===== src/rtl/lcd_pkg.sv =====
// Shared definitions for the LCD bus receiver: rs encoding and FIFO entry layout.
package lcd_pkg;

  localparam logic LCD_RS_CMD  = 1'b0;
  localparam logic LCD_RS_DATA = 1'b1;

  // FIFO entry is packed as {rs, idx, data}
  function automatic int entry_w(input int idx_w);
    return 9 + idx_w;
  endfunction

endpackage


===== src/rtl/lcd_rx_fifo.sv =====
// Synchronous FIFO with a fall-through head register; capacity DEPTH counts the head slot.
module lcd_rx_fifo #(
  parameter int DEPTH = 4,
  parameter int W     = 8
) (
  input  logic         clk,
  input  logic         rst_n,
  input  logic         flush,
  input  logic         push,
  input  logic [W-1:0] din,
  input  logic         pop,
  output logic [W-1:0] dout,
  output logic         full,
  output logic         empty
);
  localparam int AW = $clog2(DEPTH);

  logic [W-1:0] mem [DEPTH];
  logic [AW-1:0] wp, rp;
  logic [AW:0]   mcnt, total;
  logic          hv;
  logic [W-1:0]  hd;
  logic          do_pop, do_push, slot_free, take, fall, to_mem;

  assign total     = mcnt + {{AW{1'b0}}, hv};
  assign full      = (total == (AW+1)'(DEPTH));
  assign empty     = ~hv;
  assign dout      = hd;
  assign do_pop    = pop & hv;
  assign do_push   = push & (~full | do_pop);
  assign slot_free = ~hv | do_pop;
  assign take      = slot_free & (mcnt != '0);
  // a push bypasses storage only when the head slot frees up and storage is empty
  assign fall      = do_push & slot_free & (mcnt == '0);
  assign to_mem    = do_push & ~fall;

  always_ff @(posedge clk or negedge rst_n) begin
    if (!rst_n) begin
      hv   <= 1'b0;
      hd   <= '0;
      wp   <= '0;
      rp   <= '0;
      mcnt <= '0;
    end else if (flush) begin
      hv   <= 1'b0;
      wp   <= '0;
      rp   <= '0;
      mcnt <= '0;
    end else begin
      if (take) begin
        hd <= mem[rp];
        rp <= rp + 1'b1;
        hv <= 1'b1;
      end else if (fall) begin
        hd <= din;
        hv <= 1'b1;
      end else if (do_pop) begin
        hv <= 1'b0;
      end
      if (to_mem) wp <= wp + 1'b1;
      mcnt <= mcnt + (AW+1)'(to_mem) - (AW+1)'(take);
    end
  end

  always_ff @(posedge clk) begin
    if (to_mem && !flush) mem[wp] <= din;
  end

endmodule


===== src/rtl/lcd_bus_rx.sv =====
// 8080-style LCD write-bus receiver: oversampled strobe detect, indexed byte FIFO, fmark generator.
module lcd_bus_rx
  import lcd_pkg::*;
#(
  parameter int FIFO_DEPTH   = 4,
  parameter int IDX_W        = 16,
  parameter int FMARK_PERIOD = 1024,
  parameter int FMARK_WIDTH  = 16
) (
  input  logic             clk,
  input  logic             rst_n,
  input  logic [7:0]       lcd_d,
  input  logic             lcd_rs,
  input  logic             lcd_wr_n,
  input  logic             lcd_cs_n,
  input  logic             lcd_rst_n,
  output logic             lcd_fmark,
  output logic [7:0]       rx_data,
  output logic             rx_rs,
  output logic [IDX_W-1:0] rx_idx,
  output logic             rx_valid,
  input  logic             rx_ready,
  output logic             rx_ovf,
  input  logic             ovf_clr,
  output logic             lcd_in_rst,
  input  logic             fmark_ena
);
  localparam int EW = entry_w(IDX_W);
  localparam int FW = (FMARK_PERIOD > 1) ? $clog2(FMARK_PERIOD) : 1;

  logic [3:1]      wr_s, cs_s, rst_s;
  logic [2:0][7:0] d_s;
  logic [2:0]      rs_s;
  logic            bus_rst, strobe;

  always_ff @(posedge clk or negedge rst_n) begin
    if (!rst_n) begin
      wr_s  <= 3'b111;
      cs_s  <= 3'b111;
      rst_s <= 3'b111;
      d_s   <= '0;
      rs_s  <= '0;
    end else begin
      wr_s  <= {wr_s[2:1], lcd_wr_n};
      cs_s  <= {cs_s[2:1], lcd_cs_n};
      rst_s <= {rst_s[2:1], lcd_rst_n};
      d_s   <= {d_s[1:0], lcd_d};
      rs_s  <= {rs_s[1:0], lcd_rs};
    end
  end

  assign bus_rst    = ~rst_s[2];
  assign lcd_in_rst = bus_rst;
  // rising wr_n seen between s3 and s2; d/rs at stage 3 are the last low-phase sample
  assign strobe     = ~wr_s[3] & wr_s[2] & ~cs_s[3] & ~bus_rst;

  logic             push_q;
  logic [EW-1:0]    ent_q;
  logic [IDX_W-1:0] idx_cnt, idx_nx;

  assign idx_nx = (&idx_cnt) ? idx_cnt : idx_cnt + 1'b1;

  always_ff @(posedge clk or negedge rst_n) begin
    if (!rst_n) begin
      push_q  <= 1'b0;
      ent_q   <= '0;
      idx_cnt <= '0;
    end else if (bus_rst) begin
      push_q  <= 1'b0;
      idx_cnt <= '0;
    end else begin
      push_q <= strobe;
      if (strobe) begin
        if (rs_s[2] == LCD_RS_CMD) begin
          idx_cnt <= '0;
          ent_q   <= {LCD_RS_CMD, {IDX_W{1'b0}}, d_s[2]};
        end else begin
          idx_cnt <= idx_nx;
          ent_q   <= {LCD_RS_DATA, idx_nx, d_s[2]};
        end
      end
    end
  end

  logic [EW-1:0] head;
  logic          full, empty, pop, ovf;

  assign pop      = rx_valid & rx_ready;
  assign rx_valid = ~empty;
  assign ovf      = push_q & full & ~pop & ~bus_rst;

  lcd_rx_fifo #(.DEPTH(FIFO_DEPTH), .W(EW)) u_fifo (
    .clk   (clk),
    .rst_n (rst_n),
    .flush (bus_rst),
    .push  (push_q),
    .din   (ent_q),
    .pop   (pop),
    .dout  (head),
    .full  (full),
    .empty (empty)
  );

  assign rx_data = head[7:0];
  assign rx_idx  = head[8 +: IDX_W];
  assign rx_rs   = head[EW-1];

  always_ff @(posedge clk or negedge rst_n) begin
    if (!rst_n)       rx_ovf <= 1'b0;
    else if (ovf)     rx_ovf <= 1'b1;
    else if (ovf_clr) rx_ovf <= 1'b0;
  end

  logic [FW-1:0] fcnt;

  always_ff @(posedge clk or negedge rst_n) begin
    if (!rst_n) begin
      fcnt      <= '0;
      lcd_fmark <= 1'b0;
    end else if (!fmark_ena) begin
      fcnt      <= '0;
      lcd_fmark <= 1'b0;
    end else begin
      lcd_fmark <= (fcnt < FW'(FMARK_WIDTH));
      fcnt      <= (fcnt == FW'(FMARK_PERIOD - 1)) ? '0 : fcnt + 1'b1;
    end
  end

endmodule


===== config.mk =====
export PLATFORM = sky130hd
export DESIGN_NAME = lcd_bus_rx
export DESIGN_NICKNAME = d
export VERILOG_FILES = /design/src/rtl/lcd_pkg.sv /design/src/rtl/lcd_rx_fifo.sv /design/src/rtl/lcd_bus_rx.sv
export SDC_FILE = /design/constraint.sdc
export NUM_CORES = 1
export LEC_CHECK = 0
export BUFFER_PORTS_ARGS = -buffer_cell sky130_fd_sc_hd__buf_4
export CAP_MARGIN = 20
export CELL_PAD_IN_SITES_DETAIL_PLACEMENT = 1
export CELL_PAD_IN_SITES_GLOBAL_PLACEMENT = 2
export CORE_AREA = 3 3 149 151
export DETAILED_ROUTE_END_ITERATION = 10
export DIE_AREA = 0 0 152 154
export GPL_TIMING_DRIVEN = 0
export PLACE_DENSITY = 0.85
export SLEW_MARGIN = 20
export SYNTH_ARGS = -nofsm -noshare
export SYNTH_HDL_FRONTEND = slang
export SYNTH_SLANG_ARGS = --single-unit

===== constraint.sdc =====
create_clock -name clk -period 3.6 [get_ports clk]
set_input_delay 0 -clock clk [delete_from_list [all_inputs] [get_ports clk]]
set_output_delay 0 -clock clk [all_outputs]
set_load 0.02 [all_outputs]

==> impl_metrics.toml <==
[outcome]
status = "completed"

[routing]
wl_per_cell_um = 19.8
firstDrtPassIters = 4
num_vias = 5098
drtAntennaViolNets = 0
via_per_inst = 5.28
wl_mm = 19.2
drcViolationCount = 0
drt_iter0_drc = 250

[global_routing]
top_usage_layer = "met2"
use_met2 = 0.294
use_met3 = 0.0253
use_met1 = 0.216
overflow = 0
grt_first_pass_wirelength_mm = 31.4
grt_max_degree = 69
antenna_found_initial = 0
grt_pass1_vias = 5627
grt_usage = 0.165

[clock_tree]
clkSinkCount = 222
cts_tree = "yes"
cts.path.max_buffers = 3
h-tree-depth = 1
clk_pin_slew_worst_paths_ns = 0.06
cts_buffers = 23
cts-root-buf = "clkbuf_16"
post_cts_buffers = 0
insertion_delay_ns = 0.50

[power_and_ir_drop]
pwr_density_cell_nw_per_um2 = 673
p_leak_nw = 4.31
irDropWorstVdd_mv = 0.267
total_power_mw = 6.98

[placed_design]
dpl_cell_area_sq_um = 9440
routabilityCongestion = 0.783
dp.cells = 909
io_buffers = 45
hpwl_mm = 12.1

[timing]
slew_headroom = 0.466
maxSlewViolCount = 0
fin_crit_sh = 0.773
clock.fmax_ghz = 0.359
timing.hold.ws_ns = 0.0349
fin_crit_ns = 2.78
skew_ns = 0.00810
worstMarginPinSlew_ns = 0.798
tns_ns = 0
rsz0062_at_grt = "no"
hold_viol_final = 0
setup_violations = 0

[yosys]
yosys_register_bits = 222
syn_inst = 588
seq_area_frac_synth = 0.695
synth_cell_types = 60
synth_edf_count = 100
dominantRegCellSynth = "dfrtp_1"
yosysWarnings = 0
async_flop_share = 0.550
syn_area_per_cell_sq_um = 14.8
synth_area_sq_um = 8720
synth_fp_nets = 616

[setup_path]
crit_path_end_kind = "register"
crit_fanout = 10
required_ns = 3.98
criticalPathCategory = "register to register"
arrival_ns = 3.16
startpoint_type = "register"

[cells_and_area]
design_area_sq_um = 10400
fin_cells = 966
drive_above_1_share = 0.223
syn_to_final_growth_pct = 18.9
diodes = 0
nNetsFinal = 703

[floorplan]
die_x_um = 152
die_h_um = 154
die_area_sq_um = 23400
rows = 53
pin_count = 46
core_area_sq_um = 21000
start_util = 0.416

[run]
maxCapViolCount = 0

[hold_path]
min_path_type = "input pin to async pin"
[through the flow]
step,setup WS [ns],utilization
finish,0.816,0.495
global placement,0.444,0.449
CTS,0.759,0.495
global route,0.603,0.495
floorplan,1.01,-
detailed placement,0.829,0.451
[worst max-delay path, stage by stage (launching register included)]
cell     delay, ns
dfrtp_1       0.44
nor3_1        0.54
nor2_4        0.21
buf_2         0.30
ha_1          0.32
inv_1         0.06
ha_1          0.13
inv_1         0.05
fa_1          0.37
xnor2_1       0.19
nor2_1        0.06
[registers in the layout, indices dropped and copies added, names as in the netlist, 3 cells and up]
register,cells
u_fifo.mem,100
ent_q,25
u_fifo.dout,25
d_s,24
idx_cnt,16
fcnt,10
cs_s,3
rs_s,3
u_fifo.mcnt,3
wr_s,3
[layout by cell type (no fill, tap or decap), drive strengths merged, types with 6 or more instances in the layout]
master and instances:
dfrtp 114, edfxtp 100, nand2 65, buf 56
nor2 49, clkbuf 39, a21oi 32, o21ai 29
mux2i 28, mux4 25, dlygate4sd3 16, nand3 13
xnor2 12, inv 12, xor2 10, ha 10
clkinv 10, and3 9, dfstp 8, nand4 8
and2 6
[logic make-up (layout without fill, tap and decap cells)]
group / Yosys count / after routing / synth area share
compound gates: 81 / 81 / 0.0551
xor+xnor: 22 / 22 / 0.0221
fa+ha+maj: 11 / 11 / 0.0166
buf+inv: 33 / 136 / 0.0175
flops: 222 / 222 / 0.695
mux: 54 / 54 / 0.0980
simple gates: 165 / 165 / 0.0953
[layout make-up]
cell class / count / area, sq um
tap: 275 / 344
inverter: 12 / 45.0
fill: 2088 / 10600
sequential: 222 / 6070
clock inverter: 13 / 123
buffer: 21 / 108
multi-input combinational: 333 / 2510
clock buffer: 28 / 646
timing repair buffer: 62 / 529
[cells in the mapped netlist (all sizes together), types with 2 or more instances]
cell / count / area (sq um)
a21o: 2 / 15.0
a21oi: 32 / 160
a22o: 3 / 27.5
a31oi: 3 / 18.8
and2: 6 / 37.5
and3: 9 / 57.6
and4: 3 / 28.8
buf: 10 / 58.8
clkbuf: 11 / 48.8
dfrtp: 114 / 2850
dfstp: 8 / 210
edfxtp: 100 / 3000
ha: 10 / 125
inv: 12 / 45.0
mux2i: 28 / 280
mux4: 25 / 563
nand2: 65 / 246
nand3: 13 / 82.6
nand4: 8 / 71.3
nor2: 49 / 191
nor2b: 2 / 12.5
nor3: 3 / 15.0
nor4: 3 / 48.8
o21ai: 29 / 149
xnor2: 12 / 105
xor2: 10 / 87.6
[final timing paths]
kind,from,endpoint,slack (ns),depth (start not counted)
worst min-delay path,rst_n,u_fifo.dout[4]$_DFFE_PN0P_,0.03,2
worst min register to register,rs_s[1]$_DFF_PN0_,rs_s[2]$_DFF_PN0_,0.35,0
min in group clk,rx_ready,u_fifo.hv$_DFFE_PN0P_,0.05,4
max in group asynchronous,rst_n,cs_s[1]$_DFF_PN1_,2.80,3
worst max register to register,u_fifo.mcnt[1]$_DFF_PN0_,u_fifo.mcnt[2]$_DFF_PN0_,0.82,10
worst max-delay path,u_fifo.mcnt[1]$_DFF_PN0_,u_fifo.mcnt[2]$_DFF_PN0_,0.82,10
[power breakdown]
group	leakage, nW	total [mW]	switching [mW]	internal [mW]
clock	0.382	2.39	0.973	1.42
sequential	2.56	3.05	0.162	2.89
combinational	1.36	1.53	0.881	0.651
[metal layers]
metal	routed length, um	up-vias
met4	267	0
met3	722	21
met2	9900	84
li1	-	2315
met1	8260	2678
met5	0	-
[repair_timing]
action | in CTS | in global routing
hold buffers | 16 | 0
endpoints found under the hold margin | 138 | 0
resized for setup | 0 | 0
Power figures use the tool's default switching activity.
